===== src/rtl/quadrature_decoder.sv =====
// Quadrature encoder decoder: synchronized, glitch-filtered A/B channels drive a wrapping up/down position counter.
// Optional index channel (zeroes the count on its filtered rising edge) is enabled by defining QDEC_INDEX_EN.
module quadrature_decoder #(
    parameter int WIDTH      = 16,
    parameter int FILTER_LEN = 3
) (
    input  logic             clk_i,
    input  logic             rstn_i,
    input  logic             a_i,
    input  logic             b_i,
`ifdef QDEC_INDEX_EN
    input  logic             idx_i,
`endif
    input  logic             load_en_i,
    input  logic [WIDTH-1:0] load_count_i,
    input  logic             err_clr_i,
    output logic [WIDTH-1:0] count_o,
    output logic             dir_o,
    output logic             step_o,
    output logic             err_o
);

`ifdef QDEC_INDEX_EN
    localparam int NCH = 3;
`else
    localparam int NCH = 2;
`endif
    localparam logic [3:0] FL_LAST = 4'(FILTER_LEN - 1);

    logic [NCH-1:0] raw;
    logic [NCH-1:0] filt;

`ifdef QDEC_INDEX_EN
    assign raw = {idx_i, a_i, b_i};
`else
    assign raw = {a_i, b_i};
`endif

    // Reset asserts immediately but releases only on a clock edge.
    logic [1:0] rst_sync_q;
    logic       rst_n_int;

    always_ff @(posedge clk_i or negedge rstn_i) begin
        if (!rstn_i) rst_sync_q <= 2'b00;
        else         rst_sync_q <= {rst_sync_q[0], 1'b1};
    end
    assign rst_n_int = rst_sync_q[1];

    genvar gi;
    generate
        for (gi = 0; gi < NCH; gi++) begin : g_ch
            logic [1:0] sync_q;
            logic       filt_q;
            logic [3:0] cnt_q;

            always_ff @(posedge clk_i or negedge rst_n_int) begin
                if (!rst_n_int) begin
                    sync_q <= 2'b00;
                    filt_q <= 1'b0;
                    cnt_q  <= 4'd0;
                end else begin
                    sync_q <= {sync_q[0], raw[gi]};
                    if (sync_q[1] == filt_q) begin
                        cnt_q <= 4'd0;
                    end else if (cnt_q == FL_LAST) begin
                        filt_q <= sync_q[1];
                        cnt_q  <= 4'd0;
                    end else begin
                        cnt_q <= cnt_q + 4'd1;
                    end
                end
            end
            assign filt[gi] = filt_q;
        end
    endgenerate

    function automatic logic [1:0] gray2bin(input logic [1:0] g);
        return {g[1], g[1] ^ g[0]};
    endfunction

    logic [WIDTH-1:0] count_q, count_d;
    logic [1:0]       ab_prev_q, ab_prev_d;
    logic             dir_q, dir_d;
    logic             step_q, step_d;
    logic             err_q, err_d;
    logic [1:0]       delta;
    logic             illegal;

    assign delta = gray2bin(filt[1:0]) - gray2bin(ab_prev_q);

`ifdef QDEC_INDEX_EN
    logic idx_prev_q;
    always_ff @(posedge clk_i or negedge rst_n_int) begin
        if (!rst_n_int) idx_prev_q <= 1'b0;
        else            idx_prev_q <= filt[2];
    end
`endif

    always_comb begin
        count_d   = count_q;
        dir_d     = dir_q;
        step_d    = 1'b0;
        ab_prev_d = ab_prev_q;
        illegal   = 1'b0;
        // A change arriving right after a step is held one cycle so step_o never pulses back to back.
        if (!step_q) begin
            ab_prev_d = filt[1:0];
            case (delta)
                2'd1: begin
                    count_d = count_q + 1'b1;
                    dir_d   = 1'b1;
                    step_d  = 1'b1;
                end
                2'd3: begin
                    count_d = count_q - 1'b1;
                    dir_d   = 1'b0;
                    step_d  = 1'b1;
                end
                2'd2:    illegal = 1'b1;
                default: ;
            endcase
        end
`ifdef QDEC_INDEX_EN
        if (filt[2] && !idx_prev_q) begin
            count_d = '0;
            dir_d   = dir_q;
            step_d  = 1'b0;
        end
`endif
        if (load_en_i) begin
            count_d = load_count_i;
            dir_d   = dir_q;
            step_d  = 1'b0;
        end
        err_d = illegal | (err_q & ~err_clr_i);
    end

    always_ff @(posedge clk_i or negedge rst_n_int) begin
        if (!rst_n_int) begin
            count_q   <= '0;
            ab_prev_q <= 2'b00;
            dir_q     <= 1'b1;
            step_q    <= 1'b0;
            err_q     <= 1'b0;
        end else begin
            count_q   <= count_d;
            ab_prev_q <= ab_prev_d;
            dir_q     <= dir_d;
            step_q    <= step_d;
            err_q     <= err_d;
        end
    end

    assign count_o = count_q;
    assign dir_o   = dir_q;
    assign step_o  = step_q;
    assign err_o   = err_q;

endmodule


===== config.mk =====
export PLATFORM = sky130hd
export DESIGN_NAME = quadrature_decoder
export DESIGN_NICKNAME = d
export VERILOG_FILES = /design/src/rtl/quadrature_decoder.sv
export SDC_FILE = /design/constraint.sdc
export NUM_CORES = 1
export LEC_CHECK = 0
export CAP_MARGIN = 10
export CORE_MARGIN = 5
export CORE_UTILIZATION = 55
export DETAILED_ROUTE_END_ITERATION = 16
export PLACE_DENSITY = 0.84
export SETUP_SLACK_MARGIN = 0.05
export SYNTH_ARGS = -nofsm -noshare
export SYNTH_HDL_FRONTEND = slang
export SYNTH_SLANG_ARGS = --single-unit

===== constraint.sdc =====
create_clock -name clk_i -period 2.58 [get_ports clk_i]
set_input_delay 0.774 -clock clk_i [delete_from_list [all_inputs] [get_ports clk_i]]
set_output_delay 0.774 -clock clk_i [all_outputs]
set_load 0.01 [all_outputs]

Word level (Yosys, flattened, before mapping)
Index checks and enable logic that the tools add are counted.
- add/subtract/negate cells: 5
- equal/unequal tests: 8
- multiplexer cells: 13
- bitwise gates (word level): 9
- reduce and logical (&&, ||, !) cells: 7
- operators with widths (kind ; count):
    2-to-1 mux 16 bit ; 2
    one-hot mux 16 bit (2 select lines) ; 1
    adder 16 x 1 -> 16 bit, second input constant ; 1
    2-to-1 mux 4 bit ; 4
    subtractor 16 x 1 -> 16 bit, second input constant ; 1
    adder 4 x 1 -> 4 bit, second input constant ; 2
    == test 4 x 2 -> 1 bit, second input constant ; 2
    AND reduction 2 bit ; 3
    2-to-1 mux 1 bit ; 5
    inverter 1 bit ; 5
    == test 2 bit, second input constant ; 2
    AND reduction 3 bit ; 1
    nonzero test 3 bit ; 1
    == test 1 bit ; 2
    == test 2 x 1 -> 1 bit, second input constant ; 1
    != test 2 bit, second input constant ; 1
    one-hot mux 1 bit (2 select lines) ; 1
    nonzero test 2 bit ; 1
    OR reduction 2 bit ; 1
    subtractor 2 bit ; 1
    bitwise XOR 1 bit ; 2
    bitwise AND 1 bit ; 1
    OR 1 bit ; 1
- flip-flop bits (word level): 37
- input bits: 22
- output and inout port bits: 19

Longest topological paths before layout
- word-level depth: 7
- mapped depth: 11
- mapped depth without buffers: 11

Worst setup path before layout
Ideal clock, no wire load.
- path kind: register to register
- start point: register ab_prev_q[1]
- end point: register count_q[14], in the netlist count_o[14]
- data arrival time: 2.669 ns
- required time: 2.498 ns
- path slack: -0.170 ns
- stages on the path, launching flop included: 12
- buffers on the path: 0
- period minus slack after synthesis: 2.750 ns
- path through: dfrtp_1 > xor2_1 > ha_1 > xnor3_2 > nor2_8 > xor2_1 > ha_1 > nand4_1 > a21oi_1 > a32oi_1 > or3_1 > a31oi_1
- cells in the longest elaborated chain, start to end: 6
- elaborated cells between the ends (all ways): 9
- those cells by class: add/sub (1); eq/ne (2); mux (3); bitwise (1); reduce/logical (2)
- RTL lines (what ; RTL line ; text):
    from (decl) ; 82 ; logic [1:0] ab_prev_q, ab_prev_d;
    from (signal assigned) ; 147 ; ab_prev_q <= ab_prev_d;
    bitwise XOR 1 bit ; 78 ; return {g[1], g[1] ^ g[0]};
    subtractor 2 bit (*) ; 89 ; assign delta = gray2bin(filt[1:0]) - gray2bin(ab_prev_q);
    == test 2 bit / == test 2 x 1 -> 1 bit (equally long branches) ; 108 ; case (delta)
    one-hot mux 16 bit (2 select lines) ; 108 ;
    2-to-1 mux 16 bit ; 106 ; if (!step_q) begin
    2-to-1 mux 16 bit ; 130 ; if (load_en_i) begin
    to (signal assigned) ; 146 ; count_q <= count_d;
    to (decl) ; 81 ; logic [WIDTH-1:0] count_q, count_d;
Mark *: on every way between the ends. The rest lies on a longest branch, timed or not. The select of a mux whose other input is x is not followed.
A chain may end at the register's enable or synchronous reset.

Final worst setup path
- start point: register g_ch[0].filt_q
- end point: register count_q[12], in the netlist count_o[12]
- cells in the longest elaborated chain, start to end: 6
- elaborated cells between the ends (all ways): 9
- those cells by class: add/sub (1); eq/ne (2); mux (3); bitwise (1); reduce/logical (2)
- RTL lines (what ; RTL line ; text):
    from (decl) ; 53 ; logic filt_q;
    from (signal assigned) ; 66 ; filt_q <= sync_q[1];
    bitwise XOR 1 bit (*) ; 78 ;
    subtractor 2 bit (*) ; 89 ;
    == test 2 bit / == test 2 x 1 -> 1 bit (equally long branches) ; 108 ;
    one-hot mux 16 bit (2 select lines) ; 108 ;
    2-to-1 mux 16 bit ; 106 ;
    2-to-1 mux 16 bit ; 130 ;
Marks and branches as above.

==> results.ini <==
[synth]
synth_area_um2=2100
ys_ff_latch=37
syn_inst=210
synth_top_area_share_pct=43.0
syn_area_per_cell_um2=9.99
synth_area_leaders=dfrtp_1, xor2_1, nor2_1, mux2_2, ha_1
yosysUniqueCellTypes=40
yosys_warnings=0
synth_fp_nets=238
synth-seq-area-share_pct=44.2
yosysTopAreaCell=dfrtp_1

[cells_and_area]
final_cells=315
utilization_pct=75.7
nNetsFinal=294
drive_gt1_share_pct=19.1
diodes=0
syn2layout_area_growth_pct=33.1

[route]
via_per_inst=5.81
first_pass_iters=5
drt-total-wl_um=5080
vias=1830
drt_iter0_markers=165
post_drt_wl_per_cell_um=16.1
drcViolationCount=0
drtAntennaViolNets=0

[placed_design]
place_hpwl_um=3640
gp_congestion=0.887
pre_cts_ws_ps=-177
io_buffers=40
dpl.cell_count=303

[global_routing]
grt_pass1_wl_um=8630
gr-usage-all-layers_pct=21.6
antenna_found_initial=0
grt-ovfl-total=0
grt_max_degree=23
grt_pass1_vias=1835

[clocking]
htree_levels=2
hold_buffers=0
path_clk_slew_ps=80
clk_latency_ps=290
root_buffer=clkbuf_8
cts_buffer_depth=2
cts_tree=built
cts_buffers=5
clkSinkCount=37

[worst_setup_path]
r2r_slack_ps=-150
path_cells=xnor2_2 -> ha_2 -> xnor3_2 -> nor2_8 -> xor2_2 -> ha_2 -> nand4_1 -> a21oi_2 -> a32oi_2 -> or3_1 -> a31oi_1
slowest_delay_ps=410
critPathBufInv=0
endpoint_kind=flip-flop
reg2reg_depth=11
r2r_end=count_o[12]
cp_max_fo=3
critical_path.startpoint=g_ch[0].filt_q
crit_top_cell=ha_2
crit_family=XOR/XNOR gates
rr_startpoint=g_ch[0].filt_q
path_class=reg -> reg
required_ps=2790
crit_slowest_cell=dfrtp_1
start_kind=flip-flop
cp_data_arrival_time_ps=2940

[floorplanning]
start_util_pct=56.9
core_um2=3690
dieArea_um2=5150
fp.dieW_um=71.7
fp.dieH_um=71.7
pin_count=41
rows=22

[power]
ir_drop_v=0.000992
p_leak_nw=1.14
cellPowerDensity_nw_per_um2=1440

[timing]
finalHoldViolCount=0
fin_crit_sh_pct=106
rsz0062_at_grt=true
maxSlewHeadroom_pct=58.9
fmax_mhz=366
setup_viol_count_final=7
fin_crit_ps=2730
setup_slack_ps=-154
clock_skew_ps=5.97
worst_slew_pin_slew_ps=617
drv_slew=0

[run_status]
violations=negative setup slack
status=finished, violations left

[hold_path]
min-delay-path-class=reg -> async

[run]
drv_cap=0

sequential cells by signal (all words and copies together), names as in the netlist:
register     flops
count_o         16
g_ch.cnt_q       8
g_ch.sync_q      4
ab_prev_q        2
g_ch.filt_q      2
rst_sync_q       2
dir_o            1
err_o            1
step_o           1
cell usage in the layout, fill, tap and decap left out, types with 2 or more instances in the layout:
cell type,count
ha_1,4
nand4_1,5
inv_1,7
mux2_2,7
o21ai_1,6
a21oi_2,2
xnor2_1,7
dfrtp_1,36
nor2_1,25
a31oi_1,7
o21ai_0,10
a2111oi_2,2
or4_1,3
clkdlybuf4s50_1,40
nor4_1,8
buf_4,20
nand3_1,4
a32oi_1,3
or3_1,5
mux2i_1,6
nor3_1,4
clkbuf_8,5
xor2_1,10
nand2_1,16
ha_2,2
worst register-to-register path: cells and delay by family, from the launching register on:
kind	cells	cell delay [ps]
XOR/XNOR	3	640
AND/OR/NAND/NOR	3	630
flip-flops	1	410
AO/OA/AOI/OAI	3	570
adder cells (fa/ha/maj)	2	410
synth_stat cells (all sizes together):
| cell | number |
|---|---|
| a2111oi | 3 |
| nand3 | 4 |
| a32oi | 4 |
| mux2 | 7 |
| nor4 | 9 |
| o21ai | 16 |
| clkbuf | 7 |
| mux2i | 6 |
| or4 | 4 |
| xor2 | 11 |
| nor3 | 5 |
| inv | 7 |
| a31oi | 7 |
| and2 | 1 |
| dfstp | 1 |
| xor3 | 1 |
| nor4b | 2 |
| dfrtp | 36 |
| a31o | 1 |
| o32ai | 1 |
| buf | 4 |
| nand2 | 16 |
| nand3b | 1 |
| conb | 1 |
| xnor2 | 8 |
| or3 | 5 |
| ha | 6 |
| xnor3 | 1 |
| a21oi | 3 |
| nor2 | 26 |
| or2 | 1 |
| nand4 | 5 |
stage by stage:
stage | total power, W | cell area [um2] | setup TNS [ps] | hold slack, ps
after floorplan | 0.00241 | 2110 | -363 | 331
after global placement | 0.00327 | 2630 | 0 | 255
after detailed placement | 0.00336 | 2630 | -757 | 267
after CTS | 0.00393 | 2780 | -294 | 274
after global routing | 0.00428 | 2790 | -1730 | 331
final | 0.00402 | 2790 | -591 | 257
worst max-delay path by stage:
stage | endpoint | cells after the start
4_1_cts | count_o[6] | 12
6_report | count_o[12] | 11
3_5_place_dp | count_o[12] | 11
2_1_floorplan | count_o[12] | 11
5_1_grt | count_o[12] | 11
3_3_place_gp | count_o[14] | 11
where the power goes:
| part | switching [W] | internal (W) |
|---|---|---|
| combinational | 0.00141 | 0.00124 |
| clock | 0.000224 | 0.000195 |
| sequential | 0.000221 | 0.000737 |
routing by layer:
metal | global-route usage, % | vias to the layer above | share of wire, % | routed length, um
li1 | - | 866 | - | -
met5 | 0 | - | 0 | 0
met1 | 27.2 | 859 | 41 | 2060
met2 | 35.5 | 90 | 50 | 2530
met3 | 4.77 | 15 | 7.2 | 364
met4 | 9.39 | 0 | 2.5 | 128
layout make-up:
class / count / area, um2
timing repair buffer: 60 / 551
inverter: 7 / 26.3
sequential: 37 / 927
multi-input combinational: 155 / 1130
clock inverter: 3 / 25.0
fill: 255 / 897
tap: 48 / 60.1
clock buffer: 5 / 68.8
what timing repair did:
item	4_1_cts	5_1_grt
setup endpoints to repair	7	9
pin swaps	6	3
buffers inserted	3	1
cloned	0	0
resized for setup	6	2
cell families after synthesis:
| kind of cell | count (synthesis) | synth area share (%) |
|---|---|---|
| and+or+nand+nor | 79 | 20.5 |
| DFF | 37 | 44.2 |
| AOI/OAI and AO/OA | 35 | 10.7 |
| xor gates and xnor gates | 21 | 10.2 |
| buffers and inverters | 18 | 4.00 |
| muxes | 13 | 6.62 |
| adders and majority gates | 6 | 3.58 |
| other | 1 | 0.179 |
No activity file was read; power rests on OpenSTA's default activity.
